===== config.mk =====
export PLATFORM = sky130hd
export DESIGN_NAME = vga_pixel_gen
export DESIGN_NICKNAME = d
export VERILOG_FILES = /design/src/rtl/vga_pkg.sv /design/src/rtl/vga_box_mover.sv /design/src/rtl/vga_pixel_gen.sv
export SDC_FILE = /design/constraint.sdc
export NUM_CORES = 1
export LEC_CHECK = 0
export ABC_AREA = 1
export CAP_MARGIN = 30
export CELL_PAD_IN_SITES_DETAIL_PLACEMENT = 0
export CELL_PAD_IN_SITES_GLOBAL_PLACEMENT = 1
export CORE_UTILIZATION = 46
export DETAILED_ROUTE_END_ITERATION = 16
export PLACE_DENSITY_LB_ADDON = 0.1
export SLEW_MARGIN = 30
export SYNTH_ARGS = -nofsm -noshare
export SYNTH_HDL_FRONTEND = slang
export SYNTH_SLANG_ARGS = --single-unit

===== constraint.sdc =====
create_clock -name clk -period 4.4 [get_ports clk]
set_input_delay 0.88 -clock clk [delete_from_list [all_inputs] [get_ports clk]]
set_output_delay 0.88 -clock clk [all_outputs]
set_load 0.005 [all_outputs]

===== src/rtl/vga_pkg.sv =====
// Shared timing constants, mode encodings and colour constants for the VGA pixel source.
package vga_pkg;

  localparam int unsigned H_TOTAL  = 800;
  localparam int unsigned V_TOTAL  = 525;
  localparam int unsigned H_START  = 144;
  localparam int unsigned V_START  = 35;
  localparam int unsigned H_ACTIVE = 640;
  localparam int unsigned V_ACTIVE = 480;
  localparam int unsigned BOX_SIZE = 32;
  localparam int unsigned STEP     = 2;
  localparam int unsigned BAR_W    = H_ACTIVE / 8;
  localparam logic        SYNC_RST = 1'b1;

  typedef enum logic [1:0] {
    MODE_SOLID = 2'b00,
    MODE_BARS  = 2'b01,
    MODE_CHECK = 2'b10,
    MODE_BOX   = 2'b11
  } mode_e;

  localparam logic [11:0] WHITE   = 12'hFFF;
  localparam logic [11:0] RED     = 12'hF00;
  localparam logic [11:0] GREEN   = 12'h0F0;
  localparam logic [11:0] BLUE    = 12'h00F;
  localparam logic [11:0] BG_DARK = 12'h112;

  function automatic logic [11:0] solid_colour(input logic [1:0] sel);
    logic [11:0] c;
    case (sel)
      2'b00:   c = WHITE;
      2'b01:   c = RED;
      2'b10:   c = GREEN;
      default: c = BLUE;
    endcase
    return c;
  endfunction

endpackage


===== src/rtl/vga_box_mover.sv =====
// Bouncing-box position: moves STEP pixels per axis on every frame_start, reversing at the edges.
module vga_box_mover
  import vga_pkg::*;
(
  input  logic        clk,
  input  logic        rst_o,
  input  logic        frame_start,
  output logic [10:0] bx,
  output logic [10:0] by
);

  logic [10:0] r_bx, r_by;
  logic        r_dir_x, r_dir_y;   // 0 = increasing, 1 = decreasing
  logic [10:0] w_bx_nxt, w_by_nxt;
  logic        w_dir_x_nxt, w_dir_y_nxt;

  function automatic logic [11:0] step_axis(input logic [10:0] pos, input logic dir,
                                            input logic [10:0] lim);
    logic [10:0] nx;
    logic [11:0] res;
    nx = pos + 11'(STEP);
    if (!dir) begin
      res = (nx >= lim) ? {1'b1, lim} : {1'b0, nx};
    end else begin
      res = (pos <= 11'(STEP)) ? {1'b0, 11'd0} : {1'b1, pos - 11'(STEP)};
    end
    return res;
  endfunction

  always_comb begin
    {w_dir_x_nxt, w_bx_nxt} = step_axis(r_bx, r_dir_x, 11'(H_ACTIVE - BOX_SIZE));
    {w_dir_y_nxt, w_by_nxt} = step_axis(r_by, r_dir_y, 11'(V_ACTIVE - BOX_SIZE));
  end

  always_ff @(posedge clk or negedge rst_o) begin
    if (!rst_o) begin
      r_bx    <= '0;
      r_by    <= '0;
      r_dir_x <= 1'b0;
      r_dir_y <= 1'b0;
    end else if (frame_start) begin
      r_bx    <= w_bx_nxt;
      r_by    <= w_by_nxt;
      r_dir_x <= w_dir_x_nxt;
      r_dir_y <= w_dir_y_nxt;
    end
  end

  assign bx = r_bx;
  assign by = r_by;

endmodule


===== src/rtl/vga_pixel_gen.sv =====
// Pattern generator behind the VGA timing chain; 1-cycle registered RGB with matching syncs.
// Define VGA_GRID_OVERLAY_EN to overlay a white 64-pixel grid in every mode.
module vga_pixel_gen
  import vga_pkg::*;
(
  input  logic       clk,
  input  logic       rst_o,
  input  logic [9:0] hcount,
  input  logic [9:0] vcount,
  input  logic       video_on,
  input  logic       hsync_in,
  input  logic       vsync_in,
  input  logic [3:0] sw,
  output logic [3:0] R,
  output logic [3:0] G,
  output logic [3:0] B,
  output logic       hsync_out,
  output logic       vsync_out,
  output logic       frame_tick
);

  logic [3:0]  r_sw_meta, r_sw_sync;
  mode_e       r_mode;
  logic [1:0]  r_col;
  logic [6:0]  r_bar_cnt;
  logic [2:0]  r_bar_idx;
  logic [11:0] r_rgb;
  logic        r_hs, r_vs, r_ft;

  logic        w_frame_start;
  logic [10:0] w_x, w_y, w_bx, w_by;
  logic [6:0]  w_bar_cnt_nxt;
  logic [2:0]  w_bar_idx_nxt;
  logic        w_in_box;
  logic [11:0] w_solid, w_pix;

  assign w_frame_start = (hcount == 10'(H_TOTAL - 1)) && (vcount == 10'(V_TOTAL - 1));
  assign w_x = {1'b0, hcount} - 11'(H_START);
  assign w_y = {1'b0, vcount} - 11'(V_START);

  vga_box_mover u_box (
    .clk         (clk),
    .rst_o       (rst_o),
    .frame_start (w_frame_start),
    .bx          (w_bx),
    .by          (w_by)
  );

  // The pixel uses the post-update bar index so that x = 0 and x = 80 land in the right bar.
  always_comb begin
    w_bar_cnt_nxt = r_bar_cnt + 7'd1;
    w_bar_idx_nxt = r_bar_idx;
    if (hcount == 10'(H_START)) begin
      w_bar_cnt_nxt = '0;
      w_bar_idx_nxt = '0;
    end else if (r_bar_cnt == 7'(BAR_W - 1)) begin
      w_bar_cnt_nxt = '0;
      if (r_bar_idx != 3'd7) w_bar_idx_nxt = r_bar_idx + 3'd1;
    end
  end

  always_comb begin
    w_pix    = '0;
    w_solid  = solid_colour(r_col);
    w_in_box = (w_x >= w_bx) && (w_x < w_bx + 11'(BOX_SIZE)) &&
               (w_y >= w_by) && (w_y < w_by + 11'(BOX_SIZE));
    unique case (r_mode)
      MODE_SOLID: w_pix = w_solid;
      MODE_BARS:  w_pix = {{4{w_bar_idx_nxt[2]}}, {4{w_bar_idx_nxt[1]}}, {4{w_bar_idx_nxt[0]}}};
      MODE_CHECK: w_pix = (w_x[5] ^ w_y[5]) ? WHITE : '0;
      MODE_BOX:   w_pix = w_in_box ? w_solid : BG_DARK;
    endcase
`ifdef VGA_GRID_OVERLAY_EN
    if ((w_x[5:0] == 6'd0) || (w_y[5:0] == 6'd0)) w_pix = WHITE;
`endif
  end

  always_ff @(posedge clk or negedge rst_o) begin
    if (!rst_o) begin
      r_sw_meta <= '0;
      r_sw_sync <= '0;
      r_mode    <= MODE_SOLID;
      r_col     <= '0;
      r_bar_cnt <= '0;
      r_bar_idx <= '0;
      r_rgb     <= '0;
      r_hs      <= SYNC_RST;
      r_vs      <= SYNC_RST;
      r_ft      <= 1'b0;
    end else begin
      r_sw_meta <= sw;
      r_sw_sync <= r_sw_meta;
      r_bar_cnt <= w_bar_cnt_nxt;
      r_bar_idx <= w_bar_idx_nxt;
      r_rgb     <= video_on ? w_pix : '0;
      r_hs      <= hsync_in;
      r_vs      <= vsync_in;
      r_ft      <= w_frame_start;
      if (w_frame_start) begin
        r_mode <= mode_e'(r_sw_sync[3:2]);
        r_col  <= r_sw_sync[1:0];
      end
    end
  end

  assign R          = r_rgb[11:8];
  assign G          = r_rgb[7:4];
  assign B          = r_rgb[3:0];
  assign hsync_out  = r_hs;
  assign vsync_out  = r_vs;
  assign frame_tick = r_ft;

endmodule

==> flow_summary.ini, run 1 <==
[setup_path]
max_stage_delay_ps = 510
crit_arrival_ps = 3450
critical_path.slowest_cell = clkdlybuf4s50_1
crit_top_cell = nand2_1
critical_path_buf_inv_count = 1
r2r_cells = 14
critPathCaptureType = flop
r2r_slack_ps = 1930
path_cells = clkdlybuf4s50_1, nor3_1, nand2_1, nand2_1, xor2_1, ha_1, a21oi_1, nand2_1, nand2_1, nand3_1, nor2_1, nand2_1, nand2_1, a21oi_1
path_delay_family = simple AND/OR/NAND/NOR gates
reg2reg_to = r_rgb[8]
crit_fanout = 5
required_ps = 4610
critical_path_class = primary input to flop
cp-start-kind = primary input
r2r_start = u_box.bx[5]
path_depth = 14

[routing]
post-route-drc-count = 0
wl_um = 11560
dr_total_vias = 4303
routedWlPerCell_um = 13.76
first_pass_iters = 4
via_per_inst = 5.123
first_iter_violations = 164
ant_nets = 0

[pwr]
ir_worst_vdd_v = 0.0002202
p_total_mw = 1.149
switching_share = 0.3224
clock_power_share = 0.257
p_sw_mw = 0.3706
power_leakage_nw = 2.673
p_seq_frac = 0.484
power_frac_comb = 0.259
p_int_mw = 0.7789
power.density_nw_per_um2 = 216.5

[global_routing]
track_usage = 0.2302
antenna_found_initial = 0
grt_max_degree = 54
grt_pass1_vias = 4116
grt_overflow = 0
grt_pass1_wl_um = 18910

[yosys]
ys_seq_area_frac = 0.2815
synth_top_family_by_area = simple AND/OR/NAND/NOR gates
synth_most_common_cell = nand2_1
synth.largest_area_cell = dfrtp_1
yosys_most_used_dff = dfrtp_1
muxShareOfSynthArea = 0
ys_seq_elements = 53
synth.top_cell.area_share = 0.2703
synth_nets = 754
ys_types = 36
synthXorXnorAreaFrac = 0.06467
syn_area_per_cell_um2 = 7.046
synth-compound-area-share = 0.08428
yosys_warnings = 0
synth-edff-count = 0
synthArstFlopShare = 1.000
synthSimpleGateAreaFrac = 0.3234
syn_inst = 670
netlist_area_um2 = 4721
synth_common_cells = nand2_1 (152), inv_1 (89), nor2_1 (84), ha_1 (55), nand3_1 (54)
synth_adder_area_share = 0.1458
synth_area_leaders = dfrtp_1 (27%), ha_1 (15%), nand2_1 (12%)

[sta]
hold_viol = 0
tightest_slew_ps = 706.7
max_freq_mhz = 309.0
timing.hold.ws_ps = 358.9
slew_headroom = 0.5288
grt_setup_unrepaired = no
fin_crit_sh = 0.7356
setup_slack_ps = 1164
fin_skew_ps = 14.54
slew_violations = 0
finalSetupViolCount = 0
post-route-min-period_ps = 3236
finalSetupTns_ps = 0

[cts]
cts_inserted_buffers = 5
cts_resized = 0
ctsHoldBuffers = 0
clk_pin_slew_ps = 100
cts_tree = done
cts.path.max_buffers = 2
post_cts_buffers = 0
cts_root_buffer = clkbuf_8
clock-sinks = 53
clock_latency_ps = 330
htreeDepth = 2

[finish]
fill_cells = 1015
final_net_count = 790
utilization = 0.5383
n_antenna_cell = 0
final_layout_size_suffix_gt1_frac = 0.07214
fin_cells = 840
fin_area_um2 = 5310
area_growth_pct = 12.48

[placed_design]
post-place-ws_ps = 861.0
io_buffers = 43
dpl.hpwl_um = 9249
gp_congestion = 0.8635
placed_area_um2 = 5219
place_inst = 832

[hold_path]
worstHoldEndpoint = r_sw_sync[0]
min_path_type = flop to flop
hold_start = r_sw_meta[0]
hold_path_depth = 0

[flow_run]
cap_violations = 0

[floorplan]
dieArea_um2 = 10670
rows = 36
io_pins = 44
coreArea_um2 = 9864
start_util = 0.4786
die_y_um = 103.3
fp.dieW_um = 103.3

[status]
status = completed
==> flip-flops by register name, indices dropped and copies added, names as in the netlist <==
signal         count
r_col              2
frame_tick         1
r_mode             2
u_box.r_dir_y      1
r_bar_idx          3
hsync_out          1
r_sw_sync          4
u_box.bx          10
u_box.by          10
vsync_out          1
r_rgb              6
r_bar_cnt          7
r_sw_meta          4
u_box.r_dir_x      1
==> cell usage in the layout (no fill, tap or decap), types with 3 or more instances in the layout <==
cell type,n
nor2_2,8
nand3_1,54
nand2_2,10
nand3_2,5
inv_2,5
nor2_1,84
buf_4,3
ha_1,55
dfrtp_1,51
clkdlybuf4s50_1,42
a21oi_2,4
nand4_1,14
xor2_1,28
clkbuf_8,5
nand2_1,152
inv_1,89
a21oi_1,37
nand3b_1,4
nor3_1,6
xnor2_1,5
o21ai_0,21
==> kinds of logic (layout without fill, tap and decap cells) <==
family,after synthesis,count (layout)
xor+xnor,34,34
fa+ha+maj,55,55
flops,53,53
buf+inv,112,149
simple gates,344,344
compound gates,72,72
==> worst max-delay path by stage <==
| stage | end | start |
|---|---|---|
| 2_1_floorplan | r_rgb[1] | vcount[0] |
| 3_5_place_dp | r_rgb[8] | vcount[2] |
| 6_report | r_rgb[8] | vcount[2] |
| 3_3_place_gp | r_rgb[8] | vcount[2] |
| 5_1_grt | r_rgb[3] | vcount[2] |
| 4_1_cts | r_rgb[8] | vcount[2] |
==> cell type report <==
cell class,count,area (µm²),area share
Clock buffer,5,68.82,0.01296
Tap cell,133,166.4,0.03134
Clock inverter,3,22.52,0.004241
Sequential cell,53,1329,0.2502
Multi-Input combinational cell,505,2918,0.5495
Timing Repair Buffer,46,447.9,0.08435
Inverter,95,357.8,0.06739
==> power by group through the flow <==
stage	logic [mW]	registers, mW	clock network, mW
4_1_cts	0.298	0.557	0.309
3_5_place_dp	0.296	0.567	0
3_3_place_gp	0.286	0.566	0
2_1_floorplan	0.192	0.563	0
6_report	0.297	0.556	0.296
5_1_grt	0.342	0.563	0.320
==> routing by layer <==
layer	global-route usage	vias up	routed length, µm
met2	0.3979	89	5525
met1	0.2992	1999	5410
li1	-	2203	-
met5	0	-	0
met4	0.06934	0	198
met3	0.03091	12	426
Note: power is estimated with default switching activity, not from simulation.
==> inputs of run 2 (changes only) <==
--- a/config.mk
+++ b/config.mk
@@ -9,7 +9,7 @@
 export CAP_MARGIN = 30
 export CELL_PAD_IN_SITES_DETAIL_PLACEMENT = 0
 export CELL_PAD_IN_SITES_GLOBAL_PLACEMENT = 1
-export CORE_UTILIZATION = 46
+export CORE_UTILIZATION = 43
 export DETAILED_ROUTE_END_ITERATION = 16
 export PLACE_DENSITY_LB_ADDON = 0.1
 export SLEW_MARGIN = 30
==> constraint.sdc (replaced) <==
create_clock -name clk -period 3.1 [get_ports clk]
set_input_delay 0.62 -clock clk [delete_from_list [all_inputs] [get_ports clk]]
set_output_delay 0.62 -clock clk [all_outputs]
set_load 0.005 [all_outputs]
==> run 2 against run 1 <==
Final cell count up 1.1%. Register-to-register slack worse by 1200 ps. Sequential power up 42%. Routed wire length up 0.52%. Sequential cell count unchanged. Worst setup slack worse by 870 ps. Die area up 6.8%. Non-clock buffer count up 6. Combinational power up 43%. Critical path type unchanged. Critical endpoint is now r_rgb[7].
==> flow_summary.ini, run 2 (synthesized netlist as in run 1, its figures left out) <==
[cts]
cts_tree = done
htreeDepth = 2
clock_latency_ps = 310
cts_root_buffer = clkbuf_8
clock-sinks = 53
cts_resized = 0
clk_pin_slew_ps = 100
post_cts_buffers = 0
cts.path.max_buffers = 2
ctsHoldBuffers = 0
cts_inserted_buffers = 5

[pwr]
power_leakage_nw = 2.699
p_total_mw = 1.627
power.density_nw_per_um2 = 303.7
ir_worst_vdd_v = 0.0003164

[floorplan]
coreArea_um2 = 10460
start_util = 0.4512
rows = 37
io_pins = 44
die_y_um = 106.8
dieArea_um2 = 11400
fp.dieW_um = 106.8

[finish]
mostFrequentLayoutCell = nand2_1
final_net_count = 796
final_cell_mix = nand2_1 (152), inv_1 (89), nor2_1 (84)
n_antenna_cell = 0
area_growth_pct = 13.49
fill_cells = 1068
fin_area_um2 = 5358
final_layout_size_suffix_gt1_frac = 0.07994

[setup_path]
cp-start-kind = primary input
reg2reg_to = r_rgb[8]
r2r_cells = 14
r2r_slack_ps = 710
critical_path_class = primary input to flop
crit_fanout = 5
critical_path.slowest_cell = clkdlybuf4s50_1
crit_top_cell = nand2_1
critical_path_buf_inv_count = 2
path_depth = 16
max_stage_delay_ps = 460
critPathLaunch = vcount[3]
required_ps = 3340
path_cells = clkdlybuf4s50_1, nor3_1, nand2_1, nand2_1, nand2_1, nand2_1, nand2_1, ha_1, nand2_1, nor2_1, nand3_1, nand3_1, nand2_1, inv_1, nand3_1, a21oi_1
path_delay_family = simple AND/OR/NAND/NOR gates
r2r_start = u_box.bx[5]
crit_arrival_ps = 3050
critPathCaptureType = flop

[routing]
first_iter_violations = 216
dr_total_vias = 4270
wl_um = 11620
ant_nets = 0
routedWlPerCell_um = 13.69
post-route-drc-count = 0
first_pass_iters = 5
via_per_inst = 5.029

[hold_path]
min_path_type = primary input to async pin

[global_routing]
antenna_found_initial = 0
track_usage = 0.2180
grt_overflow = 0
grt_max_degree = 30
grt_pass1_vias = 4150
grt_pass1_wl_um = 19710

[sta]
grt_setup_unrepaired = no
tightest_slew_ps = 696.1
hold_viol = 0
post-route-min-period_ps = 2809
max_freq_mhz = 356.0
fin_skew_ps = 9.209
finalSetupViolCount = 0
fin_crit_sh = 0.9060
slew_headroom = 0.5359
slew_violations = 0

[placed_design]
placed_area_um2 = 5268
dpl.hpwl_um = 9479
io_buffers = 43
gp_congestion = 0.8425

[flow_run]
cap_violations = 0

[status]
status = completed
-- run 2: changes by cell type in the layout (fill, tap and decap cells not counted) --
cell,change
buf_4,+6
clkinv_4,-2
clkinvlp_4,+1
inv_6,+1
-- run 2: cell type report --
cell class                 instances  area [µm²]  area share
clock buffer                       5       68.82     0.01284
clock inverter                     3       21.27    0.003970
inverter                          95       357.8     0.06679
multi-input combinational        505        2918      0.5446
sequential                        53        1329      0.2480
tap                              136       170.2     0.03176
timing repair buffer              52       493.0     0.09201
-- run 2: stage by stage --
stage | TNS [ps] | worst slack, ps | hold WS (ps) | std cells | util
2_1_floorplan | 0 | 758.7 | 324.4 | 670 | -
3_3_place_gp | -30.94 | -16.71 | 333.3 | 841 | 0.5035
3_5_place_dp | -23.27 | -14.49 | 334.7 | 841 | 0.5035
4_1_cts | 0 | 309.1 | 359.1 | 849 | 0.5121
5_1_grt | 0 | 74.74 | 367.2 | 849 | 0.5121
6_report | 0 | 291.4 | 336.9 | 849 | 0.5121
-- run 2: how the worst max path moves through the flow --
| stage | end | slack (ps) |
|---|---|---|
| final | r_rgb[7] | 290 |
| after floorplan | r_rgb[1] | 760 |
| after global placement | r_rgb[8] | -20 |
| after CTS | r_rgb[8] | 310 |
| after global routing | r_rgb[8] | 70 |
| after detailed placement | r_rgb[8] | -10 |
-- run 2: routing by layer --
layer,share of wire,GRT usage,up-vias
met5,0,0,-
met4,0.0052,0.04403,0
met3,0.036,0.02857,5
met2,0.48,0.3783,87
met1,0.48,0.2892,1968
li1,-,-,2210
-- run 2: power breakdown --
group	total [mW]	internal (mW)	switching (mW)
clock	0.410	0.161	0.249
combinational	0.426	0.195	0.231
sequential	0.791	0.755	0.0361
total	1.63	1.11	0.516
